==> src/rtl/char_draw_controller_pkg.sv <==
// char_draw_controller_pkg: shared sprite geometry, lane limits, FSM encoding and colours
package char_draw_controller_pkg;

    localparam int SPRITE_W   = 9;
    localparam int SPRITE_H   = 5;
    localparam int LANE_COUNT = 9;

    localparam logic [3:0] DEFAULT_LANE = 4'd4;
    localparam logic [3:0] MAX_LANE     = 4'(LANE_COUNT - 1);
    localparam logic [3:0] LAST_COL     = 4'(SPRITE_W - 1);
    localparam logic [2:0] LAST_ROW     = 3'(SPRITE_H - 1);

    localparam logic [2:0] COLOUR_BLACK = 3'b000;

    typedef enum logic [1:0] {
        S_IDLE,
        S_ERASE,
        S_DRAW,
        S_FINISH
    } state_t;

endpackage

==> src/rtl/char_draw_controller_sprite_pixel_counter.sv <==
// sprite_pixel_counter: column-inner / row-outer scan over the sprite; holds the pixel to emit at the next edge
module sprite_pixel_counter
    import char_draw_controller_pkg::*;
(
    input  logic       Clock,
    input  logic       Reset,
    input  logic       start,
    input  logic       advance,
    output logic [3:0] column,
    output logic [2:0] row,
    output logic       last
);

    logic       col_wrap;
    logic [3:0] next_column;
    logic [2:0] next_row;

    // next scan position; the last pixel wraps back to (0,0)
    always_comb begin
        col_wrap    = column == LAST_COL;
        last        = col_wrap && row == LAST_ROW;
        next_column = col_wrap ? 4'd0 : column + 4'd1;
        next_row    = last ? 3'd0 : (col_wrap ? row + 3'd1 : row);
    end

    // position register, cleared by reset or start, stepped by advance
    always_ff @(posedge Clock) begin
        if (!Reset || start) begin
            column <= 4'd0;
            row    <= 3'd0;
        end else if (advance) begin
            column <= next_column;
            row    <= next_row;
        end
    end

endmodule

==> src/rtl/char_draw_controller.sv <==
// char_draw_controller: erases the sprite at the old lane and redraws it at the requested lane, one pixel per cycle
module char_draw_controller
    import char_draw_controller_pkg::*;
#(
    parameter logic [7:0] LANE_BASE_X = 8'd6,
    parameter logic [7:0] LANE_PITCH  = 8'd18,
    parameter logic [6:0] BASE_Y      = 7'd7,
    parameter logic [2:0] BG_COLOUR   = COLOUR_BLACK
) (
    input  logic       Clock,
    input  logic       Reset,
    input  logic [3:0] CurrState,
    input  logic [2:0] Colour,
    output logic [7:0] XOut,
    output logic [6:0] YOut,
    output logic [2:0] ColourOut,
    output logic       Plot,
    output logic       Busy,
    output logic       Done
);

    state_t     state;
    logic [3:0] saved_lane;
    logic [3:0] new_lane;
    logic       init_pending;
    logic       final_px;
    logic [3:0] column;
    logic [2:0] row;
    logic       last;
    logic       go_init;
    logic       go_move;
    logic       cnt_adv;
    logic       cnt_start;
    logic [3:0] px_lane;
    logic [7:0] px_x;
    logic [6:0] px_y;

    function automatic logic [7:0] pix_x(input logic [3:0] lane, input logic [3:0] col);
        return LANE_BASE_X + LANE_PITCH * {4'd0, lane} + {4'd0, col};
    endfunction

    function automatic logic [6:0] pix_y(input logic [2:0] r);
        return BASE_Y - {4'd0, r};
    endfunction

    sprite_pixel_counter u_counter (
        .Clock   (Clock),
        .Reset   (Reset),
        .start   (cnt_start),
        .advance (cnt_adv),
        .column  (column),
        .row     (row),
        .last    (last)
    );

    // move requests, counter control and the pixel that the next edge will present
    always_comb begin
        go_init   = state == S_IDLE && init_pending;
        go_move   = state == S_IDLE && !init_pending && CurrState <= MAX_LANE && CurrState != saved_lane;
        cnt_adv   = go_init || go_move || state == S_ERASE || (state == S_DRAW && !final_px);
        cnt_start = state == S_FINISH;
        px_lane   = (state == S_IDLE || (state == S_ERASE && !final_px)) ? saved_lane : new_lane;
        px_x      = pix_x(px_lane, column);
        px_y      = pix_y(row);
    end

    // move sequencer with registered pixel, status and handshake outputs
    always_ff @(posedge Clock) begin
        if (!Reset) begin
            state        <= S_IDLE;
            saved_lane   <= DEFAULT_LANE;
            new_lane     <= DEFAULT_LANE;
            init_pending <= 1'b1;
            final_px     <= 1'b0;
            XOut         <= 8'd0;
            YOut         <= 7'd0;
            ColourOut    <= 3'd0;
            Plot         <= 1'b0;
            Busy         <= 1'b0;
            Done         <= 1'b0;
        end else begin
            final_px <= cnt_adv && last;
            case (state)
                S_IDLE: begin
                    Done <= 1'b0;
                    if (go_init || go_move) begin
                        state     <= go_init ? S_DRAW : S_ERASE;
                        new_lane  <= go_init ? saved_lane : CurrState;
                        ColourOut <= go_init ? Colour : BG_COLOUR;
                        XOut      <= px_x;
                        YOut      <= px_y;
                        Plot      <= 1'b1;
                        Busy      <= 1'b1;
                    end
                end
                S_ERASE: begin
                    XOut <= px_x;
                    YOut <= px_y;
                    if (final_px) begin
                        state     <= S_DRAW;
                        ColourOut <= Colour;
                    end
                end
                S_DRAW: begin
                    if (final_px) begin
                        state <= S_FINISH;
                        Plot  <= 1'b0;
                        Done  <= 1'b1;
                    end else begin
                        XOut <= px_x;
                        YOut <= px_y;
                    end
                end
                S_FINISH: begin
                    state        <= S_IDLE;
                    Done         <= 1'b0;
                    Busy         <= 1'b0;
                    saved_lane   <= new_lane;
                    init_pending <= 1'b0;
                end
                default: state <= S_IDLE;
            endcase
        end
    end

endmodule

==> config.mk <==
export PLATFORM = sky130hd
export DESIGN_NAME = char_draw_controller
export DESIGN_NICKNAME = d
export VERILOG_FILES = /design/src/rtl/char_draw_controller_pkg.sv /design/src/rtl/char_draw_controller_sprite_pixel_counter.sv /design/src/rtl/char_draw_controller.sv
export SDC_FILE = /design/constraint.sdc
export NUM_CORES = 1
export LEC_CHECK = 0
export BUFFER_PORTS_ARGS = -buffer_cell sky130_fd_sc_hd__clkbuf_2
export CORE_MARGIN = 4
export CORE_UTILIZATION = 46
export CTS_CLUSTER_DIAMETER = 30
export DETAILED_ROUTE_END_ITERATION = 8
export PLACE_DENSITY = 0.65
export SYNTH_ARGS = -nofsm -noshare
export SYNTH_HDL_FRONTEND = slang
export SYNTH_SLANG_ARGS = --single-unit
export TNS_END_PERCENT = 5
==> constraint.sdc <==
create_clock -name Clock -period 5.3 [get_ports Clock]
set_clock_uncertainty 0.05 [all_clocks]
set_input_delay 0.53 -clock Clock [delete_from_list [all_inputs] [get_ports Clock]]
set_output_delay 0.53 -clock Clock [all_outputs]
set_load 0.01 [all_outputs]
==> results of run 1 <==
==> Yosys cell counts <==
cell type,instances
and2_1,1
fa_1,1
xnor2_1,2
a21o_1,1
or3_1,2
ha_1,18
o21ai_1,11
and3_1,2
or4b_1,1
nand3_1,15
buf_4,4
conb_1,1
mux2_2,3
o211a_1,7
o211ai_1,4
a31o_1,1
or4_1,2
xor2_1,5
o22ai_1,1
a31oi_1,2
buf_2,1
a21boi_1,1
a21boi_0,3
a21oi_1,7
clkbuf_1,7
nor2b_1,12
nand2b_1,7
dfxtp_1,36
nor2_1,3
nand4_1,3
inv_1,18
nand4b_1,1
o21ai_0,5
o31ai_1,3
a211oi_2,1
o41ai_1,1
buf_6,2
mux2i_1,15
nand2_1,22
nor4b_1,1
o41a_1,1
==> how the worst max path moves through the flow <==
stage | end | slack (ns) | cells past startpoint
floorplan | XOut[7] | 2.33 | 10
global placement | XOut[7] | 2.07 | 10
detailed placement | XOut[7] | 1.96 | 10
CTS | XOut[7] | 1.94 | 10
global route | XOut[7] | 1.64 | 10
finish | XOut[7] | 1.95 | 10
==> cells by family after synthesis <==
logic type | Yosys count | share of synthesized area, %
AOI/OAI and AO/OA | 49 | 16.1
adders and majority gates | 19 | 11.8
buffers and inverters | 32 | 7.27
muxes | 18 | 8.83
other | 1 | 0.180
and+or+nand+nor | 72 | 18.3
DFF | 36 | 34.6
xor gates and xnor gates | 7 | 2.94
==> per-stage QoR <==
step | hold slack (ns) | setup WS (ns)
floorplan | 0.413 | 2.33
global placement | 0.389 | 2.07
detailed placement | 0.397 | 1.96
CTS | 0.401 | 1.94
global route | 0.413 | 1.64
finish | 0.405 | 1.95
==> flip-flops by register name, indices dropped and copies added (netlist names) <==
| name | count |
|---|---|
| Busy | 1 |
| ColourOut | 3 |
| Done | 1 |
| Plot | 1 |
| XOut | 8 |
| YOut | 3 |
| final_px | 1 |
| init_pending | 1 |
| new_lane | 4 |
| saved_lane | 4 |
| state | 2 |
| u_counter.column | 4 |
| u_counter.row | 3 |
==> area by class of cell <==
cell class	instances	area share, %
multi-input combinational	169	52.8
sequential	36	31.2
timing repair buffer	25	5.41
clock buffer	5	2.98
inverter	18	2.92
tap	52	2.82
clock inverter	3	1.84
==> metal layers <==
layer	routed length, um	GRT usage, %
met1	2040	20.7
met4	78	6.41
met2	1820	25.2
met5	0	0
met3	166	4.41
==> worst min-delay path, stage by stage (launching register included) <==
cell and delay, ns:
dfxtp_1 0.31, nand2_1 0.05, o21ai_1 0.05
==> layout by cell type (no fill, tap or decap), drive strengths merged, types with 2 or more instances in the layout <==
cell type and count:
a21boi 4, a21oi 7, a31oi 2, and3 2, clkbuf 30, conb 4
dfxtp 36, ha 18, inv 18, mux2 3, mux2i 15, nand2 22
nand2b 7, nand3 15, nand4 3, nor2 3, nor2b 12, o211a 7
o211ai 4, o21ai 16, o31ai 3, or3 2, or4 2, xnor2 2
xor2 5
==> where the power goes <==
| group | internal [mW] | switching, mW | leakage, nW |
|---|---|---|---|
| Sequential | 0.350 | 0.0553 | 0.296 |
| Combinational | 0.231 | 0.302 | 0.704 |
| Clock | 0.139 | 0.107 | 0.0541 |
==> flow_summary_export.csv, run 1 <==
group,metric,value,unit
cts,clk_pin_slew,0.08,ns
cts,htree_levels,2,
finish,ff_latch_area,721,um^2
critical_path,required,5.47,ns
cts,cts_buffer_depth,2,
floorplanning,die_w,75.3,um
yosys,yosysWarningCount,0,
critical_path,worstPathArrival,3.52,ns
yosys,synth_area_per_cell,8.90,um^2
placed_design,placed_cell_area,2200,um^2
sta,period_needed,3.35,ns
finish,layout.nets,283,
global_route,grt_antenna_before_repair,0,
finish,multi_input_area,1220,um^2
yosys,synth_cells,234,
routing,first_pass_iters,4,
cts,root_buffer,"clkbuf_8",
routing,wl,4110,um
critical_path,critPathKind,"reg -> reg",
floorplanning,core.rowCount,24,
critical_path,cp-start-kind,"flop",
cts,cts_setup_buffers,0,
floorplanning,io_pins,30,
critical_path,reg2regPathDepth,10,
placed_design,io_buffers,25,
cts,clk_latency,0.29,ns
sta,rsz0062_at_grt,"no",
yosys,yosysTopAreaCellShare,34.6,%
cts,cts_resized,0,
sta,setup_violations,0,
yosys,yosys.area.top_type,"dfxtp_1",
cts,cts_sinks,36,
sta,final_hold_viol_count,0,
finish,n_antenna_cell,0,
yosys,ys_seq_area_share,34.6,%
floorplanning,start_util,47.8,%
status,status,"complete, no violations",
power,irDropWorstVdd,0.230,mV
power,leakage,1.05,nW
global_route,grt_pass1_vias,1490,
critical_path,cp-startpoint,"state[0]",
critical_path,crit_buf_inv,1,
placed_design,placed_cells,300,
yosys,synth_cell_types,41,
routing,vias,1627,
yosys,synth_area,2080,um^2
critical_path,r2r-end,"XOut[7]",
floorplanning,die_y,75.3,um
sta,maxSlewHeadroom,42.0,%
critical_path,critPathMaxFanout,16,
critical_path,path_common_cell,"ha_1",
cts,cts_tree,"yes",
finish,final.fill_count,414,
cts,cts_made_buffers,5,
critical_path,worstReg2RegStart,"state[0]",
sta,max_freq,0.299,GHz
sta,final.setup.tns,0,ns
power,p_per_area,513,nW/um^2
hold_path,hold_path.class,"reg -> reg",
global_route,track_usage,16.0,%
routing,drtIter0Drc,82,
sta,worstMarginPinSlew,0.868,ns
hold_path,hp-start,"ColourOut[0]",
global_route,grt.overflow.total,0,
routing,routed_via_density,5.28,
cts,cts_hold_buf,0,
critical_path,reg2reg_slack,1.95,ns
finish,drive_gt1_share,14.5,%
yosys,synth_area_leaders,"dfxtp_1 35%, ha_1 11%, mux2i_1 7.2%",
global_route,grt_max_degree,39,
critical_path,critical_path.endpoint_type,"flop",
finish,instances_no_fill,308,
floorplanning,dieArea,5670,um^2
placed_design,place_hpwl,2940,um
finish,finalCoreUtilization,53.1,%
sta,period_share,63.2,%
hold_path,whs_path_depth,2,
critical_path,cp_slowest_cell,"or4_1",
routing,drcViolationCount,0,
critical_path,critical_path.top_delay_family,"adder cells",
floorplanning,core-area,4350,um^2
critical_path,worstPathCellList,"inv_1 -> ha_1 -> a21oi_1 -> mux2_2 -> ha_1 -> ha_1 -> a21o_1 -> a21oi_1 -> or4_1 -> a31oi_1",
routing,wire_per_inst,13.4,um
critical_path,critPathMaxStageDelay,0.52,ns
yosys,ys_ff_latch,36,
finish,fin_area,2310,um^2
power,finalPower,1.19,mW
sta,slew_violations,0,
routing,ant_nets,0,
job,cap_violations,0,
placed_design,gp_congestion,0.797,
global_route,grt_pass1_wl,6890,um
finish,syn2layout_area_growth,11.0,%
hold_path,hold-path-endpoint,"ColourOut[0]",
Power figures use the tool's default switching activity.
==> run 2: changes to the inputs <==
==> constraint.sdc (replaced) <==
create_clock -name Clock -period 3.3 [get_ports Clock]
set_clock_uncertainty 0.05 [all_clocks]
set_input_delay 0.33 -clock Clock [delete_from_list [all_inputs] [get_ports Clock]]
set_output_delay 0.33 -clock Clock [all_outputs]
set_load 0.01 [all_outputs]
==> run 2 against run 1 <==
Register-to-register slack worse by 1.6 ns. Critical path depth is the same. Combinational power rose by 63%. Via count rose by 1.2%. Die area unchanged. First-iteration DRC count up 7.3%. Worst setup slack got worse by 1.6 ns. Non-clock buffer count grew 2. Power rose by 56%. Core utilization did not move. Sequential share of layout area unchanged. Largest power group unchanged. Highest routed layer unchanged. Clock power up 34%.
==> flow_summary_export.csv, run 2 (same netlist as run 1, synthesis figures left out) <==
group,metric,value,unit
routing,wire_per_inst,13.1,um
status,status,"complete, no violations",
power,p_per_area,802,nW/um^2
cts,cts_sinks,36,
placed_design,place_hpwl,2960,um
hold_path,whs_path_depth,3,
finish,regMostFlops,"XOut",
sta,final.setup.tns,0,ns
floorplanning,dieArea,5670,um^2
critical_path,critical_path.endpoint_type,"flop",
finish,drive_gt1_share,15.5,%
critical_path,worstPathCellList,"inv_1 -> ha_1 -> a21oi_2 -> mux2_2 -> ha_1 -> ha_1 -> a21o_1 -> a21oi_1 -> or4_1 -> a31oi_1",
cts,cts_made_buffers,5,
routing,drcViolationCount,0,
floorplanning,core-area,4350,um^2
global_route,grt_pass1_vias,1515,
global_route,grt_antenna_before_repair,0,
sta,holdWs,0.209,ns
finish,largest_register_ffs,8,
critical_path,required,3.47,ns
floorplanning,core.rowCount,24,
cts,cts_resized,0,
sta,max_freq,0.333,GHz
routing,drtIter0Drc,88,
routing,first_pass_iters,4,
routing,ant_nets,0,
routing,routed_via_density,5.31,
cts,root_buffer,"clkbuf_8",
finish,final_cell_mix,"36 x dfxtp_1, 25 x clkbuf_2, 22 x nand2_1, 18 x inv_1, 18 x ha_1",
sta,period_needed,3.00,ns
sta,setup_violations,0,
placed_design,gp_congestion,0.822,
critical_path,critPathKind,"reg -> reg",
floorplanning,die_y,75.3,um
floorplanning,io_pins,30,
sta,maxSlewHeadroom,44.7,%
routing,vias,1646,
sta,slew_violations,0,
cts,cts_hold_buf,0,
critical_path,path_common_cell,"ha_1",
finish,final_common_cell,"dfxtp_1",
global_route,grt_max_degree,39,
finish,layout.nets,285,
critical_path,reg2regPathDepth,10,
critical_path,cp-start-kind,"flop",
sta,period_share,90.9,%
placed_design,io_buffers,25,
cts,clk_pin_slew,0.08,ns
global_route,grt.overflow.total,0,
cts,cts_setup_buffers,0,
sta,final_hold_viol_count,0,
cts,cts_buffer_depth,2,
critical_path,worstPathArrival,3.17,ns
cts,clk_latency,0.29,ns
global_route,track_usage,15.9,%
sta,rsz0062_at_grt,"no",
power,irDropWorstVdd,0.332,mV
critical_path,critPathMaxFanout,6,
critical_path,critPathMaxStageDelay,0.53,ns
global_route,grt_pass1_wl,6890,um
job,cap_violations,0,
cts,htree_levels,2,
finish,n_antenna_cell,0,
cts,cts_tree,"yes",
floorplanning,start_util,47.8,%
floorplanning,die_w,75.3,um
routing,wl,4070,um
power,leakage,1.06,nW
critical_path,cp_slowest_cell,"or4_1",
hold_path,hold_path.class,"in -> reg",
finish,syn2layout_area_growth,11.0,%
sta,worstMarginPinSlew,0.828,ns
-- run 2: per-layer routing --
layer  track usage, %  vias up  share of wire (%)  wire (um)
met5                0        -                  0          0
met4             7.18        0                1.7         69
met3             4.41        6                4.1        168
met2             25.3       30                 47       1890
met1             20.1      754                 48       1940
li1                 -      856                  -          -
-- run 2: stage by stage --
step | total power [mW] | worst slack, ns | util [%] | instances | area (um^2)
2_1_floorplan | 1.33 | 0.332 | - | 237 | 2090
3_3_place_gp | 1.53 | 0.228 | 50.9 | 302 | 2210
3_5_place_dp | 1.53 | 0.152 | 50.9 | 302 | 2210
4_1_cts | 1.87 | 0.125 | 53.0 | 310 | 2310
5_1_grt | 2.03 | 0.0846 | 53.1 | 310 | 2310
6_report | 1.85 | 0.301 | 53.1 | 310 | 2310
-- run 2: final timing paths --
check	slack, ns	end	start
worst max-delay path	0.30	XOut[7]	state[1]
worst min-delay path	0.21	ColourOut[1]	Colour[1]
worst max register to register	0.30	XOut[7]	state[1]
worst min register to register	0.40	ColourOut[1]	ColourOut[1]
-- run 2: where the power goes --
group	internal, mW	switching (mW)
Clock	0.167	0.163
Sequential	0.563	0.0910
Combinational	0.383	0.487
-- run 2: final cells by class --
cell class                      instances  area, um^2
Fill cell                             408        2040
Multi-Input combinational cell        169        1220
Sequential cell                        36         721
Timing Repair Buffer                   27         140
Clock buffer                            6        82.6
Inverter                               18        67.6
Tap cell                               52        65.1
Clock inverter                          2        10.0
-- run 2: worst max-delay path, delay by kind of cell, from the launching register on --
family	cells	cell delay (ns)
compound gates	4	0.67
fa+ha+maj	3	0.82
buf+inv	1	0.09
flops	1	0.37
mux	1	0.40
simple gates	1	0.53
==> run 3: changes to the inputs <==
--- a/config.mk
+++ b/config.mk
@@ -11,6 +11,8 @@
 export CTS_CLUSTER_DIAMETER = 30
 export DETAILED_ROUTE_END_ITERATION = 8
 export PLACE_DENSITY = 0.65
+export SETUP_SLACK_MARGIN = 0.5
+export SLEW_MARGIN = 0
 export SYNTH_ARGS = -nofsm -noshare
 export SYNTH_HDL_FRONTEND = slang
 export SYNTH_SLANG_ARGS = --single-unit
==> run 3 against run 2 <==
Non-clock buffer count rose by 9. Critical path type unchanged. Register-to-register slack improved by 0.18 ns. Core utilization increased by 3.8 points. Via count is 3.6% higher. Die area unchanged. First-iteration DRC count grew 5.7%. Worst hold slack better by 0.017 ns.
==> flow_summary_export.csv, run 3 (same netlist as run 1, synthesis figures left out) <==
group,metric,value,unit
sta,max_freq,0.354,GHz
global_route,grt_pass1_vias,1557,
hold_path,hold_path.class,"in -> reg",
routing,ant_nets,0,
global_route,grt.overflow.total,0,
floorplanning,core.rowCount,24,
critical_path,critPathKind,"reg -> reg",
finish,drive_gt1_share,22.8,%
routing,vias,1706,
placed_design,placed_cell_area,2210,um^2
floorplanning,core-area,4350,um^2
power,irDropWorstVdd,0.360,mV
cts,root_buffer,"clkbuf_8",
sta,setup_violations,0,
finish,fin_area,2470,um^2
placed_design,gp_congestion,0.773,
floorplanning,start_util,47.8,%
finish,regMostFlops,"XOut",
job,cap_violations,0,
routing,wire_per_inst,13.6,um
finish,multi_input_area,1300,um^2
placed_design,place_hpwl,2930,um
finish,final.fill_count,383,
status,status,"complete, no violations",
sta,final.setup.tns,0,ns
sta,final_hold_viol_count,0,
cts,clk_pin_slew,0.07,ns
cts,cts_buffer_depth,2,
critical_path,critical_path.endpoint_type,"flop",
power,leakage,1.11,nW
cts,cts_sinks,36,
routing,first_pass_iters,4,
finish,ff_latch_area,728,um^2
sta,period_share,85.5,%
critical_path,worstPathArrival,2.99,ns
global_route,track_usage,16.4,%
critical_path,cp-start-kind,"flop",
routing,routed_via_density,5.35,
finish,layout.nets,294,
critical_path,critPathMaxFanout,5,
placed_design,io_buffers,25,
routing,wl,4350,um
cts,cts_hold_buf,0,
global_route,grt_pass1_wl,7070,um
floorplanning,die_w,75.3,um
cts,cts_made_buffers,5,
routing,drtIter0Drc,93,
finish,final_common_cell,"dfxtp_1",
routing,drcViolationCount,0,
sta,worstMarginPinSlew,0.851,ns
cts,clk_latency,0.29,ns
sta,rsz0062_at_grt,"yes",
floorplanning,io_pins,30,
finish,syn2layout_area_growth,18.9,%
floorplanning,die_y,75.3,um
finish,n_antenna_cell,0,
global_route,grt_max_degree,39,
critical_path,required,3.47,ns
cts,cts_tree,"yes",
sta,period_needed,2.82,ns
finish,largest_register_ffs,8,
power,p_per_area,824,nW/um^2
sta,slew_violations,0,
finish,final_cell_mix,"34 x dfxtp_1, 25 x clkbuf_2, 22 x nand2_1, 15 x inv_1, 15 x nand3_1",
floorplanning,dieArea,5670,um^2
global_route,grt_antenna_before_repair,0,
cts,htree_levels,2,
sta,maxSlewHeadroom,43.1,%
==> run 3: final timing paths <==
| path | slack (ns) | cells past startpoint | start | end |
|---|---|---|---|---|
| worst max-delay path | 0.48 | 11 | state[1] | XOut[7] |
| worst min-delay path | 0.23 | 3 | Colour[1] | ColourOut[1] |
| worst max register to register | 0.48 | 11 | state[1] | XOut[7] |
| worst min register to register | 0.40 | 2 | ColourOut[2] | ColourOut[2] |
==> run 3: critical path: stages, from the launching register on <==
cell and delay [ns]:
dfxtp_4 0.37, inv_4 0.05, ha_4 0.17, a21oi_4 0.26, buf_6 0.13, mux2_2 0.32, ha_1 0.20, ha_1 0.21
ha_4 0.28, nand2_1 0.06, or4_1 0.50, a31oi_1 0.16
==> run 3: final cells by class <==
type / instances / share of cell area (%)
clock buffer: 7 / 3.49
clock inverter: 1 / 0.303
inverter: 18 / 2.83
multi-input combinational: 169 / 52.6
sequential: 36 / 29.4
tap: 52 / 2.63
timing repair buffer: 36 / 8.70
==> run 3: per-stage QoR <==
step / utilization, % / instances / power [mW] / worst slack (ns) / hold slack, ns
2_1_floorplan: - / 237 / 1.34 / 0.515 / 0.413
3_3_place_gp: 50.8 / 300 / 1.53 / 0.399 / 0.389
6_report: 56.8 / 319 / 2.04 / 0.478 / 0.226
3_5_place_dp: 50.8 / 300 / 1.53 / 0.327 / 0.392
4_1_cts: 54.4 / 310 / 1.92 / 0.508 / 0.219
5_1_grt: 56.8 / 319 / 2.20 / 0.385 / 0.235
==> run 3: power by group <==
part	leakage, nW	total [mW]	internal (mW)	switching (mW)
Combinational	0.767	1.04	0.500	0.542
Sequential	0.297	0.664	0.567	0.0972
Clock	0.0445	0.332	0.170	0.162
Total	1.11	2.04	1.24	0.801
==> run 3: repair_timing <==
item                                    in CTS  in global routing
endpoints found under the setup margin       3                  3
gates resized for setup                      9                 14
setup buffers                                2                  9
cloned                                       0                  0
pin swaps                                    2                  7
==> run 3: metal layers <==
layer / global-route usage (%) / part of all wire [%] / up-vias
met5: 0 / 0 / -
met4: 6.80 / 1.4 / 0
met3: 5.34 / 3.6 / 6
met2: 24.3 / 46 / 23
met1: 21.8 / 49 / 797
li1: - / - / 880
